File: src/rtl/game_plot_arbiter_if.sv
// rtl/game_plot_arbiter_if.sv - Requester and game_plot engine signals of the plot arbiter
interface game_plot_arbiter_if #(
    parameter int N_REQ = 4
);
    localparam int IDW = $clog2(N_REQ);

    logic [N_REQ-1:0]   req_plot;
    logic [4*N_REQ-1:0] req_x;
    logic [4*N_REQ-1:0] req_y;
    logic [3*N_REQ-1:0] req_colour;
    logic [N_REQ-1:0]   req_waitrequest;
    logic               gp_plot;
    logic [3:0]         gp_x;
    logic [3:0]         gp_y;
    logic [2:0]         gp_colour;
    logic               gp_waitrequest;
    logic [IDW-1:0]     grant_id;
    logic               arb_busy;

    modport master (
        output req_plot, req_x, req_y, req_colour, gp_waitrequest,
        input  req_waitrequest, gp_plot, gp_x, gp_y, gp_colour, grant_id, arb_busy
    );

    modport slave (
        input  req_plot, req_x, req_y, req_colour, gp_waitrequest,
        output req_waitrequest, gp_plot, gp_x, gp_y, gp_colour, grant_id, arb_busy
    );
endinterface

File: src/rtl/game_plot_arbiter.sv
// rtl/game_plot_arbiter.sv - Shares one game_plot engine among N_REQ requesters
module game_plot_arbiter #(
    parameter int N_REQ = 4,
    parameter bit RR_EN = 1'b1
) (
    input logic                clk,
    input logic                rst_n,
    game_plot_arbiter_if.slave bus
);
    localparam int IDW = $clog2(N_REQ);

    typedef enum logic [1:0] {IDLE, ISSUE, SETTLE} state_t;

    state_t           state;
    logic [IDW-1:0]   last;
    logic [IDW-1:0]   grant_id;
    logic [IDW-1:0]   win;
    logic             win_valid;
    logic [3:0]       win_x;
    logic [3:0]       win_y;
    logic [2:0]       win_colour;
    logic             gp_plot;
    logic [3:0]       gp_x;
    logic [3:0]       gp_y;
    logic [2:0]       gp_colour;
    logic [N_REQ-1:0] waitreq;

    // Scan starts just past the last winner (round-robin) or at index 0 (fixed priority).
    always_comb begin
        logic [IDW:0]   sum;
        logic [IDW-1:0] idx;
        sum        = '0;
        idx        = '0;
        win        = '0;
        win_valid  = 1'b0;
        win_x      = '0;
        win_y      = '0;
        win_colour = '0;
        for (int k = 1; k <= N_REQ; k++) begin
            if (RR_EN) begin
                sum = {1'b0, last} + (IDW+1)'(k);
                if (sum >= (IDW+1)'(N_REQ))
                    sum = sum - (IDW+1)'(N_REQ);
                idx = sum[IDW-1:0];
            end else begin
                idx = IDW'(k - 1);
            end
            if (!win_valid && bus.req_plot[idx]) begin
                win_valid = 1'b1;
                win       = idx;
            end
        end
        for (int j = 0; j < N_REQ; j++) begin
            if (win == IDW'(j)) begin
                win_x      = bus.req_x[4*j +: 4];
                win_y      = bus.req_y[4*j +: 4];
                win_colour = bus.req_colour[3*j +: 3];
            end
        end
    end

    always_comb begin
        waitreq = '1;
        if (rst_n && state == IDLE && win_valid)
            waitreq[win] = 1'b0;
    end

    // SETTLE absorbs the engine's one-cycle delay in raising waitrequest after an accept.
    always_ff @(posedge clk or negedge rst_n) begin
        if (!rst_n) begin
            state     <= IDLE;
            gp_plot   <= 1'b0;
            gp_x      <= '0;
            gp_y      <= '0;
            gp_colour <= '0;
            grant_id  <= '0;
            last      <= IDW'(N_REQ - 1);
        end else begin
            case (state)
                IDLE: begin
                    if (win_valid) begin
                        gp_x      <= win_x;
                        gp_y      <= win_y;
                        gp_colour <= win_colour;
                        grant_id  <= win;
                        if (RR_EN)
                            last <= win;
                        gp_plot   <= 1'b1;
                        state     <= ISSUE;
                    end
                end
                ISSUE: begin
                    if (!bus.gp_waitrequest) begin
                        gp_plot <= 1'b0;
                        state   <= SETTLE;
                    end
                end
                SETTLE: state <= IDLE;
                default: begin
                    gp_plot <= 1'b0;
                    state   <= IDLE;
                end
            endcase
        end
    end

    assign bus.req_waitrequest = waitreq;
    assign bus.gp_plot         = gp_plot;
    assign bus.gp_x            = gp_x;
    assign bus.gp_y            = gp_y;
    assign bus.gp_colour       = gp_colour;
    assign bus.grant_id        = grant_id;
    assign bus.arb_busy        = (state != IDLE) || bus.gp_waitrequest;
endmodule
File: src/flat_wrapper.sv
// flat-port wrapper written by rule: the top's interface ports become plain ports
module game_plot_arbiter_flat 
#(
    parameter int N_REQ = 4,
    parameter bit RR_EN = 1'b1
)
  (clk, rst_n, bus_req_plot, bus_req_x, bus_req_y, bus_req_colour, bus_gp_waitrequest, bus_req_waitrequest, bus_gp_plot, bus_gp_x, bus_gp_y, bus_gp_colour, bus_grant_id, bus_arb_busy);
  game_plot_arbiter_if #(.N_REQ(N_REQ)) bus_i ();
  input logic clk;
  input logic rst_n;
  input wire logic [$bits(bus_i.req_plot)-1:0] bus_req_plot;
  input wire logic [$bits(bus_i.req_x)-1:0] bus_req_x;
  input wire logic [$bits(bus_i.req_y)-1:0] bus_req_y;
  input wire logic [$bits(bus_i.req_colour)-1:0] bus_req_colour;
  input wire logic [$bits(bus_i.gp_waitrequest)-1:0] bus_gp_waitrequest;
  output wire logic [$bits(bus_i.req_waitrequest)-1:0] bus_req_waitrequest;
  output wire logic [$bits(bus_i.gp_plot)-1:0] bus_gp_plot;
  output wire logic [$bits(bus_i.gp_x)-1:0] bus_gp_x;
  output wire logic [$bits(bus_i.gp_y)-1:0] bus_gp_y;
  output wire logic [$bits(bus_i.gp_colour)-1:0] bus_gp_colour;
  output wire logic [$bits(bus_i.grant_id)-1:0] bus_grant_id;
  output wire logic [$bits(bus_i.arb_busy)-1:0] bus_arb_busy;
  assign bus_i.req_plot = bus_req_plot;
  assign bus_i.req_x = bus_req_x;
  assign bus_i.req_y = bus_req_y;
  assign bus_i.req_colour = bus_req_colour;
  assign bus_i.gp_waitrequest = bus_gp_waitrequest;
  assign bus_req_waitrequest = bus_i.req_waitrequest;
  assign bus_gp_plot = bus_i.gp_plot;
  assign bus_gp_x = bus_i.gp_x;
  assign bus_gp_y = bus_i.gp_y;
  assign bus_gp_colour = bus_i.gp_colour;
  assign bus_grant_id = bus_i.grant_id;
  assign bus_arb_busy = bus_i.arb_busy;
  game_plot_arbiter #(.N_REQ(N_REQ), .RR_EN(RR_EN)) u_core (.clk(clk), .rst_n(rst_n), .bus(bus_i));
endmodule
File: config.mk
export PLATFORM = sky130hd
export DESIGN_NAME = game_plot_arbiter_flat
export DESIGN_NICKNAME = d
export VERILOG_FILES = /design/src/rtl/game_plot_arbiter_if.sv /design/src/rtl/game_plot_arbiter.sv /design/src/flat_wrapper.sv
export SDC_FILE = /design/constraint.sdc
export NUM_CORES = 1
export LEC_CHECK = 0
export ABC_AREA = 1
export CAP_MARGIN = 20
export CORE_ASPECT_RATIO = 1.75
export CORE_MARGIN = 4
export CORE_UTILIZATION = 45
export DETAILED_ROUTE_END_ITERATION = 8
export HOLD_SLACK_MARGIN = 0.02
export PLACE_DENSITY = 0.95
export RECOVER_POWER = 25
export SYNTH_ARGS = -nofsm -noshare
export SYNTH_HDL_FRONTEND = slang
export SYNTH_SLANG_ARGS = --single-unit
File: constraint.sdc
create_clock -name clk -period 3.2 [get_ports clk]
set_clock_uncertainty 0.1 [all_clocks]
set_input_delay 0.64 -clock clk [delete_from_list [all_inputs] [get_ports clk]]
set_output_delay 0.64 -clock clk [all_outputs]
set_load 0.01 [all_outputs]
After elaboration in Yosys (flattened, before gate mapping)
Index checks and enable logic that the tools add are counted.
{ "op_classes": {"addsub": 8, "magnitude_cmp": 10, "eq_ne": 7, "muxes": 41, "n_bitwise": 2, "reduce_logical": 16} }
{ "op_table": {"columns": ["op", "n"], "rows": [
  ["4-bit two-way mux", 9],
  ["2-bit two-way mux", 10],
  ["2-bit by 3-bit < comparator with 1-bit output (second input constant)", 5],
  ["3-bit greater-or-equal comparator (second input constant)", 4],
  ["3-bit two-way mux", 4],
  ["1-bit two-way mux", 11],
  ["1-bit binary-select mux with 2-bit select", 4],
  ["2-bit by 1-bit subtractor with 2-bit output (second input constant)", 4],
  ["2-bit by 2-bit adder with 3-bit output (second input constant)", 2],
  ["2-bit == test (second input constant)", 3],
  ["1-bit logical AND", 6],
  ["2-bit by 1-bit == test with 1-bit output (second input constant)", 2],
  ["2-bit logical NOT", 2],
  ["4-bit inverter", 1],
  ["2-bit case mux with 2 select lines", 1],
  ["2-bit AND reduction", 2],
  ["2-bit by 1-bit adder with 3-bit output (second input constant)", 1],
  ["2-bit by 3-bit adder with 3-bit output (second input constant)", 1],
  ["1-bit logical NOT", 3],
  ["1-bit case mux with 3 select lines", 1],
  ["3-bit AND reduction", 1],
  ["1-bit demux with 2-bit select", 1],
  ["2-bit by 1-bit greater-or-equal comparator with 1-bit output (second input constant)", 1],
  ["2-bit by 1-bit inequality test with 1-bit output (second input constant)", 1],
  ["4 further kinds", 4]
]} }
{ "totals": {"ff_bits": 18, "inputBits": 51, "out_inout_bits": 19, "wordCells": 91} }

Depth between registers and ports, before layout
Gate-level depths: netlist (run 1).
{ "depth": {"depth_word": 21, "depth_mapped": 16, "depth_no_buf": 15} }

Worst setup path before layout (run 1)
No wires, ideal clock.
{ "synth_path": {"path_type": "register to output", "from": "reg u_core.last[0]", "to": "out bus_req_waitrequest[0]", "arrival_time_ns": 1.727, "required_ns": 2.460, "path_slack_ns": 0.733, "path_stages_with_launch": 15, "path_buffers": 2, "cell_sequence": "dfstp_2 -> buf_6 -> inv_8 -> nand2_4 -> nand2_2 -> nand2_1 -> nand2_2 -> nor2_8 -> nand4_1 -> nand2_2 -> inv_2 -> buf_2 -> nand2_1 -> inv_1 -> nand3_1"} }
{ "synth_between": {"elab_chain_len": 21, "word_cells_on_any_way": 46, "cone_classes": "8 x add/sub; 6 x order compare; 23 x mux; 1 x bitwise; 8 x reduce/logical"} }
{ "synth_lines": {"columns": ["element", "line", "rtl"], "rows": [
  ["from (decl)", "game_plot_arbiter.sv:15", "logic [IDW-1:0] last;"],
  ["from (signal assigned)", "game_plot_arbiter.sv:77", "last <= IDW'(N_REQ - 1);"],
  ["from (signal assigned)", "game_plot_arbiter.sv:87", "last <= win;"],
  ["2-bit by 1-bit adder with 3-bit output", "game_plot_arbiter.sv:41", "sum = {1'b0, last} + (IDW+1)'(k);"],
  ["3-bit greater-or-equal comparator or 2-bit by 1-bit subtractor with 2-bit output (tied branches)", "game_plot_arbiter.sv:42, game_plot_arbiter.sv:43", null],
  ["2-bit two-way mux", "game_plot_arbiter.sv:42", "if (sum >= (IDW+1)'(N_REQ))"],
  ["1-bit binary-select mux with 2-bit select", "game_plot_arbiter.sv:48", "if (!win_valid && bus.req_plot[idx]) begin"],
  ["1-bit two-way mux (not written as such)", "game_plot_arbiter.sv:48", null],
  ["1-bit two-way mux", "game_plot_arbiter.sv:48", null],
  ["1-bit logical NOT", "game_plot_arbiter.sv:48", null],
  ["1-bit logical AND", "game_plot_arbiter.sv:48", null],
  ["[... 5 more ...]", null, null],
  ["1-bit logical AND", "game_plot_arbiter.sv:48", null],
  ["2-bit two-way mux", "game_plot_arbiter.sv:48", null],
  ["2-bit by 3-bit < comparator with 1-bit output (not written as such) or 2-bit by 1-bit greater-or-equal comparator with 1-bit output (tied branches)", "game_plot_arbiter.sv:65", "waitreq[win] = 1'b0;"],
  ["1-bit logical AND (not written as such)", "game_plot_arbiter.sv:65", null],
  ["1-bit two-way mux (not written as such)", "game_plot_arbiter.sv:65", null],
  ["1-bit demux with 2-bit select", null, null],
  ["4-bit inverter (no source line)", null, null],
  ["4-bit two-way mux *", "game_plot_arbiter.sv:64", "if (rst_n && state == IDLE && win_valid)"],
  ["to (decl)", "flat_wrapper.sv:16", "output wire logic [$bits(bus_i.req_waitrequest)-1:0] bus_req_waitrequest;"]
]} }
Every way passes the cells marked *; elsewhere a longest branch is shown, timed or not. The select of a mux whose other input is x is not followed.

Worst setup path in the final report (run 1)
{ "layout_path": {"from": "in bus_req_plot[0]", "to": "out bus_req_waitrequest[3]"} }
{ "layout_between": {"elab_chain_len": 18, "word_cells_on_any_way": 30, "cone_classes": "2 x order compare; 19 x mux; 1 x bitwise; 8 x reduce/logical"} }
{ "layout_lines": {"columns": ["element", "line", "rtl"], "rows": [
  ["from (decl)", "flat_wrapper.sv:11", "input wire logic [$bits(bus_i.req_plot)-1:0] bus_req_plot;"],
  ["1-bit binary-select mux with 2-bit select", "game_plot_arbiter.sv:48", null],
  ["1-bit two-way mux (not written as such)", "game_plot_arbiter.sv:48", null],
  ["1-bit two-way mux", "game_plot_arbiter.sv:48", null],
  ["1-bit logical NOT", "game_plot_arbiter.sv:48", null],
  ["1-bit logical AND", "game_plot_arbiter.sv:48", null],
  ["1-bit two-way mux", "game_plot_arbiter.sv:48", null],
  ["1-bit logical NOT", "game_plot_arbiter.sv:48", null],
  ["1-bit logical AND", "game_plot_arbiter.sv:48", null],
  ["[... 2 more ...]", null, null],
  ["1-bit logical AND", "game_plot_arbiter.sv:48", null],
  ["2-bit two-way mux", "game_plot_arbiter.sv:48", null],
  ["2-bit by 3-bit < comparator with 1-bit output (not written as such) or 2-bit by 1-bit greater-or-equal comparator with 1-bit output (tied branches)", "game_plot_arbiter.sv:65", null],
  ["1-bit logical AND (not written as such)", "game_plot_arbiter.sv:65", null],
  ["1-bit two-way mux (not written as such)", "game_plot_arbiter.sv:65", null],
  ["1-bit demux with 2-bit select", null, null],
  ["4-bit inverter (no source line)", null, null],
  ["4-bit two-way mux *", "game_plot_arbiter.sv:64", null]
]} }
Marks and branches as above.

==> results.yml, run 1 <==
run:
  cap_violations: 0
timing:
  rsz0062_at_grt: "false"
  fmax_mhz: 326
  worst_hold_slack_ns: 0.388
  relSlewSlack: 0.351
  period_share: 0.960
  tightest_slew_ns: 0.974
  setup_viol: 0
  slew_viol_final: 0
  hold_viol_final: 0
  min_period_ns: 3.07
hold_path:
  hold_class: "reg -> reg"
  min_from: "u_core.state[1]"
  hold_path_depth: 1
  min_to: "u_core.state[1]"
place:
  gp_congestion: 0.865
  placed_cells: 327
  port_buffers: 69
  dp_hpwl_mm: 3.53
yosys:
  synth_compound_area_frac: 0.0317
  synthSimpleGateAreaFrac: 0.577
  ys.flop_type: "dfrtp_1"
  synth-xor-area-share: 0
  yosys.cell_types.count: 25
  synth_fp_nets: 263
  ys_warn_count: 0
  synth_edf_count: 0
  synth-seq-area-share: 0.302
  synth_top_family_by_area: "simple AND/OR/NAND/NOR gates"
  async_flop_share: 1.00
  yosysMostFrequentCell: "nand2_1"
  synth.area.top_cells: "dfrtp_1 (27%), nand2_1 (17%), nand3_1 (10%)"
  synthTopCellsByCount: "nand2_1 (66), nand3_1 (30), dfrtp_1 (16), nor2_1 (16), nand2_2 (15)"
  syn_inst: 212
  synthMuxAreaShare: 0
  yosys.area.top_type: "dfrtp_1"
  avgSynthCellArea_um2: 7.07
  synth_top_area_frac: 0.267
  syn_area_mm2: 0.00150
  synth-seq-cells: 18
  synth_fa_ha_area_frac: 0
setup_path:
  crit_path_max_incr_delay_ns: 0.44
  critPathKind: "in -> out"
  crit_buf_inv: 3
  r2r-start: "u_core.last[0]"
  crit_fanout: 4
  cp.required_ns: 2.46
  r2r_slack_ns: 0.74
  slowest_stage: "clkdlybuf4s50_1"
  ff2ff_path_depth: 17
  cp_cell_sequence: "clkdlybuf4s50_1 > nand2_1 > nand2_2 > nand2_4 > nand2_4 > nor2_8 > nand2_1 > nor2_2 > nor2_2 > buf_4 > nor2_4 > nand2_1 > dlygate4sd2_1"
  critPathTopFamily: "buffers and inverters"
  cpMostUsedCell: "nand2_1"
  crit_start: "bus_req_plot[0]"
  worstSetupStartpointType: "primary input"
  cp-end-kind: "output pin"
  r2r_end: "u_core.bus.gp_y[0]"
  arrival_ns: 2.33
routing:
  num_vias: 1665
  drc: 0
  wl_mm: 4.41
  wl_per_cell_um: 13.2
  viasPerCell: 5.00
  drtPass1Iterations: 4
  drt_iter0_drc: 62
  ant_nets: 0
global_routing:
  grt_antenna_before_repair: 0
  first_global_vias: 1734
  track_usage: 0.213
  grt_max_degree: 23
  grt_pass1_wl_mm: 7.33
  overflow: 0
power:
  leakagePower_nw: 1.11
  p_per_area_mw_per_mm2: 1280
  ir_drop_uv: 1630
cells_and_area:
  area_growth_pct: 55.3
  final_cells: 333
  layout.nets: 342
  filler_cell_count: 259
  diodes: 0
  drive_above_1_share: 0.238
  final_util: 0.733
floorplanning:
  coreArea_mm2: 0.00318
  start_util: 0.472
  ios: 70
  die-area_mm2: 0.00435
  die_x_um: 51.6
  fp-row-count: 27
  die_h_um: 84.4
clocking:
  cts.sinks: 18
  cts_htree_levels: 1
  cts_buffers: 3
  cts_tree: "done"
  clock_tree.root_cell: "clkbuf_8"
  cts.clk_slew.worst_paths_ns: 0.07
  clk_latency_ns: 0.25
  cts_buffer_depth: 2
run_status:
  outcome: "complete, no violations"
-- through the flow --
stage / cell area, um^2 / total power [mW] / setup TNS (ns) / worst slack, ns
floorplan: 1500 / 2.12 / 0 / 0.733
CTS: 2320 / 2.98 / 0 / 0.0754
detailed placement: 2260 / 2.75 / -0.276 / -0.106
finish: 2330 / 2.98 / 0 / 0.129
global placement: 2260 / 2.69 / -0.135 / -0.0693
global route: 2330 / 3.25 / 0 / 0.000132
-- state kept, by name (all words and copies together) (netlist names) --
signal and cells:
u_core.bus.gp_colour 3, u_core.bus.grant_id 2, u_core.bus.gp_y 4, u_core.state 2, u_core.bus.gp_plot 1, u_core.bus.gp_x 4
u_core.last 2
-- what timing repair did --
| item | 4_1_cts | 5_1_grt |
|---|---|---|
| endpoints found under the setup margin | 4 | 1 |
| gates resized for setup | 5 | 5 |
| hold buffers | 0 | 0 |
| pin swaps | 2 | 1 |
| setup buffers | 2 | 0 |
-- how the worst max path moves through the flow --
stage	end	slack, ns	depth (start not counted)
2_1_floorplan	bus_req_waitrequest[0]	0.73	14
3_3_place_gp	bus_req_waitrequest[3]	-0.07	12
3_5_place_dp	bus_req_waitrequest[3]	-0.11	12
4_1_cts	bus_req_waitrequest[3]	0.08	13
5_1_grt	bus_req_waitrequest[3]	0.0001	13
6_report	bus_req_waitrequest[3]	0.13	13
-- layout make-up --
| class | count | area [um^2] | area share |
|---|---|---|---|
| clock buffers | 4 | 55.1 | 0.0236 |
| well taps | 43 | 53.8 | 0.0231 |
| multi-input cells | 171 | 920 | 0.395 |
| inverters | 15 | 63.8 | 0.0274 |
| flip-flops and latches | 18 | 453 | 0.195 |
| repair buffers | 82 | 783 | 0.336 |
-- placed cells by master (no fill, tap or decap), drive strengths merged, types with 2 or more instances in the layout --
| master | n |
|---|---|
| o21ai | 7 |
| nand2 | 88 |
| nand3 | 36 |
| dfstp | 2 |
| clkdlybuf4s50 | 61 |
| buf | 12 |
| clkbuf | 5 |
| nor2 | 30 |
| dfrtp | 16 |
| nand4 | 6 |
| dlymetal6s2s | 2 |
| inv | 15 |
| dlygate4sd2 | 5 |
-- routing by layer --
metal,vias to the layer above,routed length [um],part of all wire,track usage
li1,842,-,-,-
met1,752,1610,0.37,0.223
met2,61,2440,0.55,0.405
met3,10,254,0.058,0.0426
met4,0,99,0.022,0.0644
met5,-,0,0,0
-- report_power, final --
group          internal, mW  total, mW  switching, mW
logic                 0.967       2.34           1.37
registers             0.363      0.457         0.0945
clock network         0.109      0.184         0.0752
total                  1.44       2.98           1.54
-- cells by family (layout without fill, tap and decap cells) --
group                  after synthesis  in the layout
AND/OR/NAND/NOR                    162            162
buffers and inverters               23            101
flip-flops                          18             18
AO/OA/AOI/OAI                        9              9
No activity file was read; power rests on OpenSTA's default activity.
==> run 2: changes to the inputs <==
CELL_PAD_IN_SITES_DETAIL_PLACEMENT = 0   (was not set)
CELL_PAD_IN_SITES_GLOBAL_PLACEMENT = 1   (was not set)
CORE_UTILIZATION = 30   (was 45)
PLACE_DENSITY = 0.93   (was 0.95)
==> results.yml, run 2 (synthesis results as in run 1) <==
routing:
  drtPass1Iterations: 4
  wl_per_cell_um: 12.8
  viasPerCell: 4.78
  ant_nets: 0
  num_vias: 1636
  drt_iter0_drc: 75
  drc: 0
  wl_mm: 4.37
cells_and_area:
  drive_above_1_share: 0.231
  design_area_mm2: 0.00233
  area_growth_pct: 55.7
  layout.nets: 342
  mostFrequentLayoutCells: "nand2_1 (66), clkdlybuf4s50_1 (64), nand3_1 (30)"
  final_cells: 342
  top_regs: "u_core.bus.gp_x x4, u_core.bus.gp_y x4, u_core.bus.gp_colour x3"
  diodes: 0
  final_common_cell: "nand2_1"
place:
  port_buffers: 69
  gp_congestion: 0.782
  postPlaceCellArea_mm2: 0.00228
  placed_cells: 338
  dp_hpwl_mm: 3.58
  preCtsSetupSlack_ns: -0.117
power:
  ir_drop_uv: 971
  leakagePower_nw: 1.09
  p_per_area_mw_per_mm2: 1270
hold_path:
  hold_path_depth: 2
  min_from: "u_core.bus.gp_colour[2]"
  min_to: "u_core.bus.gp_colour[2]"
  hold_class: "reg -> reg"
floorplanning:
  die_h_um: 102
  die-area_mm2: 0.00624
  fp-row-count: 33
  die_x_um: 61.4
  start_util: 0.316
  coreArea_mm2: 0.00475
  ios: 70
clocking:
  cts.clk_slew.worst_paths_ns: 0.06
  cts.sinks: 18
  cts_buffers: 3
  clk_latency_ns: 0.25
  cts_buffer_depth: 2
  cts_tree: "done"
  clock_tree.root_cell: "clkbuf_8"
  post_cts_buffers: 0
  cts_htree_levels: 1
timing:
  worst_slack_ns: 0.151
  tightest_slew_ns: 0.965
  worst_hold_slack_ns: 0.380
  slew_viol_final: 0
  setup_viol: 0
  relSlewSlack: 0.356
  min_period_ns: 3.05
  period_share: 0.953
  hold_viol_final: 0
  fmax_mhz: 328
  rsz0062_at_grt: "false"
run:
  cap_violations: 0
setup_path:
  worstSetupStartpointType: "primary input"
  cp-end-kind: "output pin"
  critPathKind: "in -> out"
  ff2ff_path_depth: 16
  critPathTopFamily: "buffers and inverters"
  slowest_stage: "clkdlybuf4s50_1"
  r2r_slack_ns: 0.87
  crit_buf_inv: 3
  r2r-start: "u_core.last[0]"
  crit_path_max_incr_delay_ns: 0.52
  cp.required_ns: 2.46
  crit_fanout: 4
  r2r_end: "u_core.bus.gp_y[0]"
  arrival_ns: 2.31
  cp_cell_sequence: "clkdlybuf4s50_1 > nand2_1 > nand2_2 > nand2_2 > nand2_4 > nor2_8 > buf_4 > nand3b_2 > nand2_4 > nor2_8 > nand2_1 > dlygate4sd2_1"
global_routing:
  grt_antenna_before_repair: 0
  first_global_vias: 1680
  grt_pass1_wl_mm: 7.34
  grt_max_degree: 23
  track_usage: 0.151
  overflow: 0
run_status:
  outcome: "complete, no violations"
-- run 2: cell count changes in the layout (fill, tap and decap cells not counted), moves of 2 or more --
cell	previous run	this run
clkdlybuf4s50_1	61	64
dlymetal6s2s_1	2	0
nand2_1	64	66
nand2_2	17	15
nor2_2	12	10
-- run 2: layout make-up --
| cell class | count | area, um^2 |
|---|---|---|
| Sequential cell | 18 | 453 |
| Timing Repair Buffer | 82 | 779 |
| Multi-Input combinational cell | 171 | 917 |
| Tap cell | 52 | 65.1 |
| Clock buffer | 4 | 55.1 |
| Fill cell | 481 | 2410 |
| Inverter | 15 | 63.8 |
-- run 2: routing by layer --
metal / GRT usage / share of wire / vias up
li1: - / - / 830
met1: 0.183 / 0.39 / 740
met2: 0.273 / 0.55 / 56
met3: 0.0115 / 0.042 / 10
met4: 0.0490 / 0.021 / 0
met5: 0 / 0 / -
-- run 2: worst min-delay path: stages, from the launching register on --
cell	delay [ns]
dfrtp_1	0.35
nand2_1	0.05
nand2_1	0.05
-- run 2: power breakdown --
group	internal, mW	switching, mW	total, mW
Sequential	0.363	0.0893	0.452
Clock	0.109	0.0756	0.185
Combinational	0.965	1.37	2.34
-- run 2: timing repair --
| action | in CTS | in global routing |
|---|---|---|
| cloned | 0 | 0 |
| endpoints found under the setup margin | 4 | 2 |
| gates resized for setup | 5 | 1 |
| hold buffers | 0 | 0 |
| pin swaps | 1 | 0 |
-- run 2: worst max-delay path by stage --
stage,from,end,slack (ns),cells after the start
6_report,bus_req_plot[2],bus_req_waitrequest[1],0.15,12
5_1_grt,bus_req_plot[0],bus_req_waitrequest[1],0.004,12
4_1_cts,bus_req_plot[2],bus_req_waitrequest[1],0.14,12
3_5_place_dp,bus_req_plot[2],bus_req_waitrequest[3],-0.12,12
3_3_place_gp,bus_req_plot[0],bus_req_waitrequest[3],-0.13,12
2_1_floorplan,u_core.last[0],bus_req_waitrequest[0],0.73,14
-- run 2: per-stage QoR --
stage | power, mW | utilization | TNS (ns)
detailed placement | 2.81 | 0.481 | -0.291
finish | 2.97 | 0.491 | 0
global route | 3.28 | 0.491 | 0
floorplan | 2.12 | - | 0
global placement | 2.78 | 0.481 | -0.301
CTS | 3.01 | 0.492 | 0
